<file path="src/rtl/cr_adler_mc_if.sv">
// Stream interface for the multi-channel Adler-32 engine.
//
// Handshake rules, both directions:
//   A beat moves on a rising clock edge only when valid and ready are both
//   high. The producer keeps valid and every payload signal stable until that
//   edge. Ready may depend combinationally on the consumer's own state and on
//   the opposite ready, never on valid. Payload is ignored whenever valid is low.
interface cr_adler_mc_if #(
    parameter int BYTES = 8,
    parameter int CH_W  = 2
);
    // Input beat channel
    logic                 in_valid;
    logic                 in_ready;
    logic [8*BYTES-1:0]   in_data;
    logic [BYTES-1:0]     in_bytes_valid;
    logic                 in_sof;
    logic                 in_eof;
    logic [CH_W-1:0]      in_chan;
    logic                 seed_en;
    logic [31:0]          in_seed;

    // Result channel
    logic                 out_valid;
    logic                 out_ready;
    logic [CH_W-1:0]      out_chan;
    logic [31:0]          out_adler;
    logic [31:0]          out_len;

    // Traffic source and result sink (testbench or upstream logic)
    modport master (
        output in_valid, in_data, in_bytes_valid, in_sof, in_eof, in_chan,
               seed_en, in_seed, out_ready,
        input  in_ready, out_valid, out_chan, out_adler, out_len
    );

    // Checksum engine
    modport slave (
        input  in_valid, in_data, in_bytes_valid, in_sof, in_eof, in_chan,
               seed_en, in_seed, out_ready,
        output in_ready, out_valid, out_chan, out_adler, out_len
    );
endinterface

</file>
<file path="src/rtl/cr_adler_mc.sv">
// Multi-channel streaming Adler-32 engine. Each channel keeps its own A, B and
// byte count, so interleaved beats from different flows are absorbed at one
// beat per cycle. A whole beat (up to BYTES enabled lanes, any mask pattern)
// is folded into the running sums in a single cycle, and finished checksums
// are parked in a one-entry result register with valid/ready backpressure.
module cr_adler_mc #(
    parameter int BYTES    = 8,
    parameter int CHANNELS = 4,
    parameter int CH_W     = (CHANNELS > 1) ? $clog2(CHANNELS) : 1
) (
    input logic          clk,
    input logic          rst,
    cr_adler_mc_if.slave bus
);
    localparam logic [16:0] MOD17      = 17'd65521;
    localparam int          KW         = $clog2(BYTES + 1);
    localparam logic [31:0] CHANNELS_U = CHANNELS;

    // Reduce a 16-bit seed half into the residue range with one subtract.
    function automatic logic [15:0] reduce_seed(input logic [15:0] x);
        return (17'(x) >= MOD17) ? 16'(17'(x) - MOD17) : x;
    endfunction

    // Exact mod 65521 of the B accumulator: 2^16 == 15 (mod 65521), so the
    // upper bits fold down as hi*15. For sums below 2^26 the folded value is
    // under 2*65521, so one conditional subtract finishes the reduction.
    function automatic logic [15:0] reduce_b(input logic [25:0] x);
        logic [16:0] t;
        t = 17'(x[15:0]) + 17'(x[25:16]) * 17'd15;
        return (t >= MOD17) ? 16'(t - MOD17) : t[15:0];
    endfunction

    // Per-channel checksum contexts; A and B are always held below 65521.
    logic [15:0] ctx_a   [CHANNELS];
    logic [15:0] ctx_b   [CHANNELS];
    logic [31:0] ctx_len [CHANNELS];

    logic        accept;
    logic        ch_ok;
    logic [15:0] a0;
    logic [15:0] b0;
    logic [31:0] l0;
    logic [KW-1:0] k;
    logic [16:0] a_sum;
    logic [25:0] b_sum;
    logic [15:0] a1;
    logic [15:0] b1;
    logic [31:0] l1;

    // One result slot: a new beat is only taken when the slot is free or is
    // being drained this cycle, which stalls every channel together.
    assign bus.in_ready = !rst && (!bus.out_valid || bus.out_ready);
    assign accept       = bus.in_valid && bus.in_ready;
    assign ch_ok        = (32'(bus.in_chan) < CHANNELS_U);

    // Pick the starting context: fresh (optionally seeded) on sof, otherwise
    // whatever the channel has accumulated so far.
    always_comb begin
        a0 = 16'd1;
        b0 = 16'd0;
        l0 = 32'd0;
        if (bus.in_sof) begin
            if (bus.seed_en) begin
                a0 = reduce_seed(bus.in_seed[15:0]);
                b0 = reduce_seed(bus.in_seed[31:16]);
            end
        end else if (ch_ok) begin
            a0 = ctx_a[bus.in_chan];
            b0 = ctx_b[bus.in_chan];
            l0 = ctx_len[bus.in_chan];
        end
    end

    // Fold the beat in one step. Walking lanes from the top down, the running
    // count k equals the number of enabled lanes at or above lane i, which is
    // exactly the weight that byte carries into B when bytes are processed in
    // ascending lane order. Disabled lanes contribute nothing.
    always_comb begin
        k     = '0;
        a_sum = 17'(a0);
        b_sum = 26'(b0);
        for (int i = BYTES - 1; i >= 0; i--) begin
            if (bus.in_bytes_valid[i]) begin
                k     = k + KW'(1);
                a_sum = a_sum + 17'(bus.in_data[8*i +: 8]);
                b_sum = b_sum + 26'(k) * 26'(bus.in_data[8*i +: 8]);
            end
        end
        b_sum = b_sum + 26'(k) * 26'(a0);
        a1    = (a_sum >= MOD17) ? 16'(a_sum - MOD17) : a_sum[15:0];
        b1    = reduce_b(b_sum);
        l1    = l0 + 32'(k);
    end

    // Context write-back and result register. A finished message loads the
    // result slot and leaves its channel ready for a fresh message.
    always_ff @(posedge clk) begin
        if (rst) begin
            for (int c = 0; c < CHANNELS; c++) begin
                ctx_a[c]   <= 16'd1;
                ctx_b[c]   <= 16'd0;
                ctx_len[c] <= 32'd0;
            end
            bus.out_valid <= 1'b0;
            bus.out_chan  <= '0;
            bus.out_adler <= 32'd0;
            bus.out_len   <= 32'd0;
        end else begin
            if (bus.out_valid && bus.out_ready) begin
                bus.out_valid <= 1'b0;
            end
            if (accept && ch_ok) begin
                if (bus.in_eof) begin
                    ctx_a[bus.in_chan]   <= 16'd1;
                    ctx_b[bus.in_chan]   <= 16'd0;
                    ctx_len[bus.in_chan] <= 32'd0;
                    bus.out_valid        <= 1'b1;
                    bus.out_chan         <= bus.in_chan;
                    bus.out_adler        <= {b1, a1};
                    bus.out_len          <= l1;
                end else begin
                    ctx_a[bus.in_chan]   <= a1;
                    ctx_b[bus.in_chan]   <= b1;
                    ctx_len[bus.in_chan] <= l1;
                end
            end
        end
    end
endmodule

</file>
<file path="src/flat_wrapper.sv">
// flat-port wrapper written by rule: the top's interface ports become plain ports
module cr_adler_mc_flat 
#(
    parameter int BYTES    = 8,
    parameter int CHANNELS = 4,
    parameter int CH_W     = (CHANNELS > 1) ? $clog2(CHANNELS) : 1
)
  (clk, rst, bus_in_valid, bus_in_data, bus_in_bytes_valid, bus_in_sof, bus_in_eof, bus_in_chan, bus_seed_en, bus_in_seed, bus_out_ready, bus_in_ready, bus_out_valid, bus_out_chan, bus_out_adler, bus_out_len);
  cr_adler_mc_if #(.BYTES(BYTES), .CH_W(CH_W)) bus_i ();
  input logic clk;
  input logic rst;
  input wire logic [$bits(bus_i.in_valid)-1:0] bus_in_valid;
  input wire logic [$bits(bus_i.in_data)-1:0] bus_in_data;
  input wire logic [$bits(bus_i.in_bytes_valid)-1:0] bus_in_bytes_valid;
  input wire logic [$bits(bus_i.in_sof)-1:0] bus_in_sof;
  input wire logic [$bits(bus_i.in_eof)-1:0] bus_in_eof;
  input wire logic [$bits(bus_i.in_chan)-1:0] bus_in_chan;
  input wire logic [$bits(bus_i.seed_en)-1:0] bus_seed_en;
  input wire logic [$bits(bus_i.in_seed)-1:0] bus_in_seed;
  input wire logic [$bits(bus_i.out_ready)-1:0] bus_out_ready;
  output wire logic [$bits(bus_i.in_ready)-1:0] bus_in_ready;
  output wire logic [$bits(bus_i.out_valid)-1:0] bus_out_valid;
  output wire logic [$bits(bus_i.out_chan)-1:0] bus_out_chan;
  output wire logic [$bits(bus_i.out_adler)-1:0] bus_out_adler;
  output wire logic [$bits(bus_i.out_len)-1:0] bus_out_len;
  assign bus_i.in_valid = bus_in_valid;
  assign bus_i.in_data = bus_in_data;
  assign bus_i.in_bytes_valid = bus_in_bytes_valid;
  assign bus_i.in_sof = bus_in_sof;
  assign bus_i.in_eof = bus_in_eof;
  assign bus_i.in_chan = bus_in_chan;
  assign bus_i.seed_en = bus_seed_en;
  assign bus_i.in_seed = bus_in_seed;
  assign bus_i.out_ready = bus_out_ready;
  assign bus_in_ready = bus_i.in_ready;
  assign bus_out_valid = bus_i.out_valid;
  assign bus_out_chan = bus_i.out_chan;
  assign bus_out_adler = bus_i.out_adler;
  assign bus_out_len = bus_i.out_len;
  cr_adler_mc #(.BYTES(BYTES), .CHANNELS(CHANNELS), .CH_W(CH_W)) u_core (.clk(clk), .rst(rst), .bus(bus_i));
endmodule
</file>
<file path="config.mk">
export PLATFORM = sky130hd
export DESIGN_NAME = cr_adler_mc_flat
export DESIGN_NICKNAME = d
export VERILOG_FILES = /design/src/rtl/cr_adler_mc_if.sv /design/src/rtl/cr_adler_mc.sv /design/src/flat_wrapper.sv
export SDC_FILE = /design/constraint.sdc
export NUM_CORES = 1
export LEC_CHECK = 0
export CORE_ASPECT_RATIO = 0.8
export CORE_MARGIN = 1.5
export CORE_UTILIZATION = 25
export CTS_CLUSTER_SIZE = 10
export DETAILED_ROUTE_END_ITERATION = 8
export PLACE_DENSITY = 0.41
export SETUP_SLACK_MARGIN = 0.05
export SYNTH_ARGS = -nofsm -noshare
export SYNTH_HDL_FRONTEND = slang
export SYNTH_SLANG_ARGS = --single-unit
</file>
<file path="constraint.sdc">
create_clock -name clk -period 24.9 [get_ports clk]
set_input_delay 3.735 -clock clk [delete_from_list [all_inputs] [get_ports clk]]
set_output_delay 3.735 -clock clk [all_outputs]
set_load 0.01 [all_outputs]
</file>
### Word level (Yosys, flattened, before mapping)

Memory sizes are Yosys's and may differ from the RTL's.
Cells that the tools add are included.

* add/sub/neg operators: 30
* multipliers: 9
* divide/modulo/power cells: 0
* $lt $le $gt $ge: 4
* eq/ne operators: 0
* shifts and indexed selects: 0
* multiplexer cells: 58
* bitwise operators: 3
* reduce and logical (&&, ||, !) cells: 10

Operators by type and width (count)
* $mux 26: 8
* $mux 16: 12
* $add 26x12->26: 7
* $mux 17: 8
* $add 17x8->17: 7
* $mux 32: 3
* $mul 4x8->12: 7
* $sub 16x16->16 const B: 4
* $add 16x8->17: 2
* $ge 17x16->1 const B: 2
* $add 32x4->32: 1
* $ge 16x16->1 const B: 2
* $reduce_or 16->1: 2
* $reduce_or 32->1: 1
* $mux 4: 7
* $add 26x20->26: 1
* $add 4x1->4 const B: 6
* $mul 4x16->20: 1
* $add 16x14->17: 1
* $mux 1: 17
* $mul 10x4->14 const B: 1
* $mux 2: 3
* $logic_and 1x1->1: 3
* $or 1x1->1: 3
* other kinds (4): 5

* bits in registers: 67
* latch bits: 0
* memory bits (writable): 256
* ROM bits: 0
* input port bits: 113
* output and inout bits: 68
* memories kept: 3

Memories
* u_core.ctx_len: depth 4, bits a word 32, rd ports 1, clocked after Yosys merged registers in 0, write ports 4, RTL line cr_adler_mc.sv:36 `logic [31:0] ctx_len [CHANNELS];`
* u_core.ctx_a: depth 4, bits a word 16, rd ports 1, clocked after Yosys merged registers in 0, write ports 4, RTL line cr_adler_mc.sv:34 `logic [15:0] ctx_a [CHANNELS];`
* u_core.ctx_b: depth 4, bits a word 16, rd ports 1, clocked after Yosys merged registers in 0, write ports 4, RTL line cr_adler_mc.sv:35 `logic [15:0] ctx_b [CHANNELS];`

### Longest topological paths before layout

* depth after elaboration: 27
* depth in mapped cells: 102
* depth with buffers taken out: 100

### Least setup slack after synthesis

OpenSTA, ideal clock, no wires.

* kind: input -> register
* start: input bus_in_chan[0]
* end: memory u_core.ctx_b[0][12] (data pin)
* data arrival time: 24.624 ns
* slack: 0.010 ns
* stages: 93
* path buffers: 5
* path through: buf_6 > buf_1 > clkbuf_1 > buf_1 > clkbuf_1 > mux4_2 > nand2_1 > o21ai_0 > ha_1 > a21o_1 > a21oi_1 > xnor2_1 > mux2_2 > ha_1 > ha_1 > a21oi_1 > xnor2_1 > mux2_2 > [57 not listed] > nor2b_1 > o21ai_0 > a21boi_0 > o21ai_0 > a21boi_0 > o21ai_0 > a21boi_0 > o21ai_0 > a21boi_0 > o21ai_0 > nor3b_1 > nor4_1 > nand3_1 > nor3_1 > a32oi_1 > nor2_1 > xor2_1 > nor2_1

RTL lines
* from (decl): RTL line flat_wrapper.sv:17 `input wire logic [$bits(bus_i.in_chan)-1:0] bus_in_chan;`
* to (decl): RTL line cr_adler_mc.sv:35

==> results.toml <==
[drt]
via_per_inst = 4.666
wl_met3_um = 3179
firstDrtPassIters = 5
drtIter0Drc = 1721
wl_met2_um = 55750
drt.antenna.violating_nets = 0
wirelength_um = 119200
vias = 28420
drt-met1-wl_um = 59390
dr.max_layer_used = "met4"
drc = 0
wl_per_cell_um = 19.57

[die]
fp.dieW_um = 417.5
core_um2 = 136300
die_y_um = 334.6
ioPinCount = 181
placementRows = 121
dieArea_um2 = 139700
start_util_pct = 25.21

[global_route]
grt_first_pass_wirelength_um = 180700
grt_pass1_vias = 28330
antenna_found_initial = 4
grt-ovfl-total = 0
grt_usage_pct = 16.79
grt_max_degree = 68

[sta]
whs_ps = 455.0
setup_violations = 0
fmax_ghz = 0.04199
hold_violations = 0
worstMarginPinSlew_ps = 1249
min_period_over_period_pct = 95.63
maxSlewViolCount = 0
fin_crit_ps = 23810
relSlewSlack_pct = 16.76
fin_skew_ps = 11.73

[clock_network]
cts_max_level = 2
tritoncts = "done"
cts_buffers = 39
cts_hold_buf = 0
cts_root_buffer = "clkbuf_16"
clock-sinks = 323
clock_latency_ps = 530
path_clk_slew_ps = 60
clock_path_buffers = 3

[yosys]
synth_xor_area_share_pct = 6.708
ys_dominant_reg_cell = "edfxtp_1"
synthAdderAreaFrac_pct = 22.26
synth_seq_area_share_pct = 26.28
ys_async_sr_fraction_pct = 0
muxShareOfSynthArea_pct = 6.453
syn-instance-count = 3867
synth-compound-area-share_pct = 13.85
synthSimpleGateAreaFrac_pct = 17.37
synth_edf_count = 256
synth_top_family_by_area = "adder cells"
synth_area_per_cell_um2 = 8.884
synth_cell_types = 98
yosysWarningCount = 0
synth_area_um2 = 34360
synth_seq_cells = 323

[place]
dp_hpwl_um = 93730
portBuffers = 180
dp_cells = 6009
gp_congestion = 0.8276

[critical_path]
path_buf_inv = 17
start_kind = "input pin"
critical-path-top-delay-family = "adder cells"
worstSetupPathType = "input pin to flop"
crit_fanout = 5
arrival_ps = 24050
cpMaxStageDelayCell = "fa_1"
critPathMostFrequentCell = "fa_1"
cp_data_required_time_ps = 25140
slowest_delay_ps = 570
worstSetupEndpointType = "flop"

[hold_path]
timing.hold.worst.class = "flop to flop"

[cells_and_area]
finalNonFillerCells = 6092
areaGrowthSynthToFinish_pct = 21.82
drive_gt1_share_pct = 14.48
num-fill-cells = 14510
nets = 4884

[outcome]
status = "finished, final reports clean"

[run]
maxCapViolations = 0
[tightest hold or removal path, stage by stage, from the launching register on]
cell     delay [ps]
dfxtp_1         310
nand2_1          50
a21oi_1          50
[logic make-up (layout without fill, tap and decap cells)]
family                   Yosys count  count (layout)
multiplexers                     137             137
flip-flops                       323             323
other                              2              27
adder cells (fa/ha/maj)          499             499
XOR/XNOR                         247             247
AO/OA/AOI/OAI                    725             725
AND/OR/NAND/NOR                 1295            1295
buffers and inverters            639            1056
[cell usage after synthesis, types with 67 or more instances]
cell      instances  area share, %
a21oi_1         170            2.5
nor2_1          484            5.3
fa_1            189             11
xnor2_1         152            3.9
nand2_1         353            3.9
ha_1            304             11
clkbuf_1        118            1.3
dfxtp_1          67            3.9
o21ai_0         184            2.7
edfxtp_1        256             22
xor2_1           83            2.1
inv_1           488            5.3
and2_1           90            1.6
[layout make-up]
cell class                 instances  area (um^2)  area share, %
inverter                         490         1839          4.395
clock inverter                     2        10.01        0.02392
antenna                            1        2.502       0.005979
tap                             1783         2231          5.331
sequential                       323         9029          21.57
timing repair buffer             495         4160          9.941
clock buffer                      69         1141          2.727
multi-input combinational       2929        23440          56.00
[layout by cell type, fill, tap and decap left out, types with 16 or more instances in the layout]
cell,count
fa_1,186
nand2_1,348
nand3_1,42
o21bai_1,23
a22o_1,17
inv_1,488
or3_1,24
o21a_1,32
a21oi_2,26
clkdlybuf4s50_1,177
nand2b_1,55
o211ai_1,20
and3_1,30
o21ai_0,130
buf_4,316
and2_1,90
mux4_2,61
o21ai_1,49
mux2i_1,17
nor2b_1,53
a21oi_1,144
dfxtp_1,67
edfxtp_1,256
nor2_1,478
clkbuf_1,27
a21boi_0,20
a211oi_1,55
conb_1,26
or2_2,16
mux2_2,55
xnor2_1,144
xor2_1,81
a21o_1,44
nor3_1,51
ha_1,301
nand4_1,30
clkbuf_16,41
[worst paths after layout]
kind,startpoint,endpoint,slack [ps],cells after the start
setup reg to reg,u_core.ctx_b[3][0],u_core.ctx_b[3][13],4770,86
hold reg to reg,u_core.bus.out_len[5],u_core.bus.out_len[5],450,2
hold / removal,u_core.bus.out_len[5],u_core.bus.out_len[5],450,2
setup / recovery,bus_in_seed[16],u_core.ctx_b[3][13],1090,91
[stage by stage]
step / TNS, ps / setup WS (ps) / util [%] / area, um^2
6_report: 0 / 1087 / 30.72 / 41850
5_1_grt: -113.6 / -26.73 / 30.72 / 41850
2_1_floorplan: 0 / 216.6 / - / 34450
3_3_place_gp: -43100 / -683.4 / 29.52 / 40230
3_5_place_dp: -49470 / -734.0 / 29.52 / 40230
4_1_cts: 0 / 96.55 / 30.38 / 41390
[timing repair]
action | CTS | global route
gates resized for setup | 13 | 143
endpoints found under the setup margin | 80 | 80
buffers inserted | 0 | 11
pin swaps | 3 | 44
[per-layer routing]
| layer | up-vias | track usage (%) |
|---|---|---|
| li1 | 14030 | - |
| met1 | 13920 | 24.60 |
| met2 | 425 | 27.99 |
| met3 | 46 | 0.9860 |
| met4 | 0 | 1.625 |
| met5 | - | 0 |
[registers in the layout, summed over array words and instances, names as in the netlist]
register	cells
u_core.bus.out_adler	32
u_core.bus.out_chan	2
u_core.bus.out_len	32
u_core.bus.out_valid	1
u_core.ctx_a	64
u_core.ctx_b	64
u_core.ctx_len	128
Power is not shown: default switching activity piles up to over one toggle a cycle in this logic, so the estimate is an artifact.
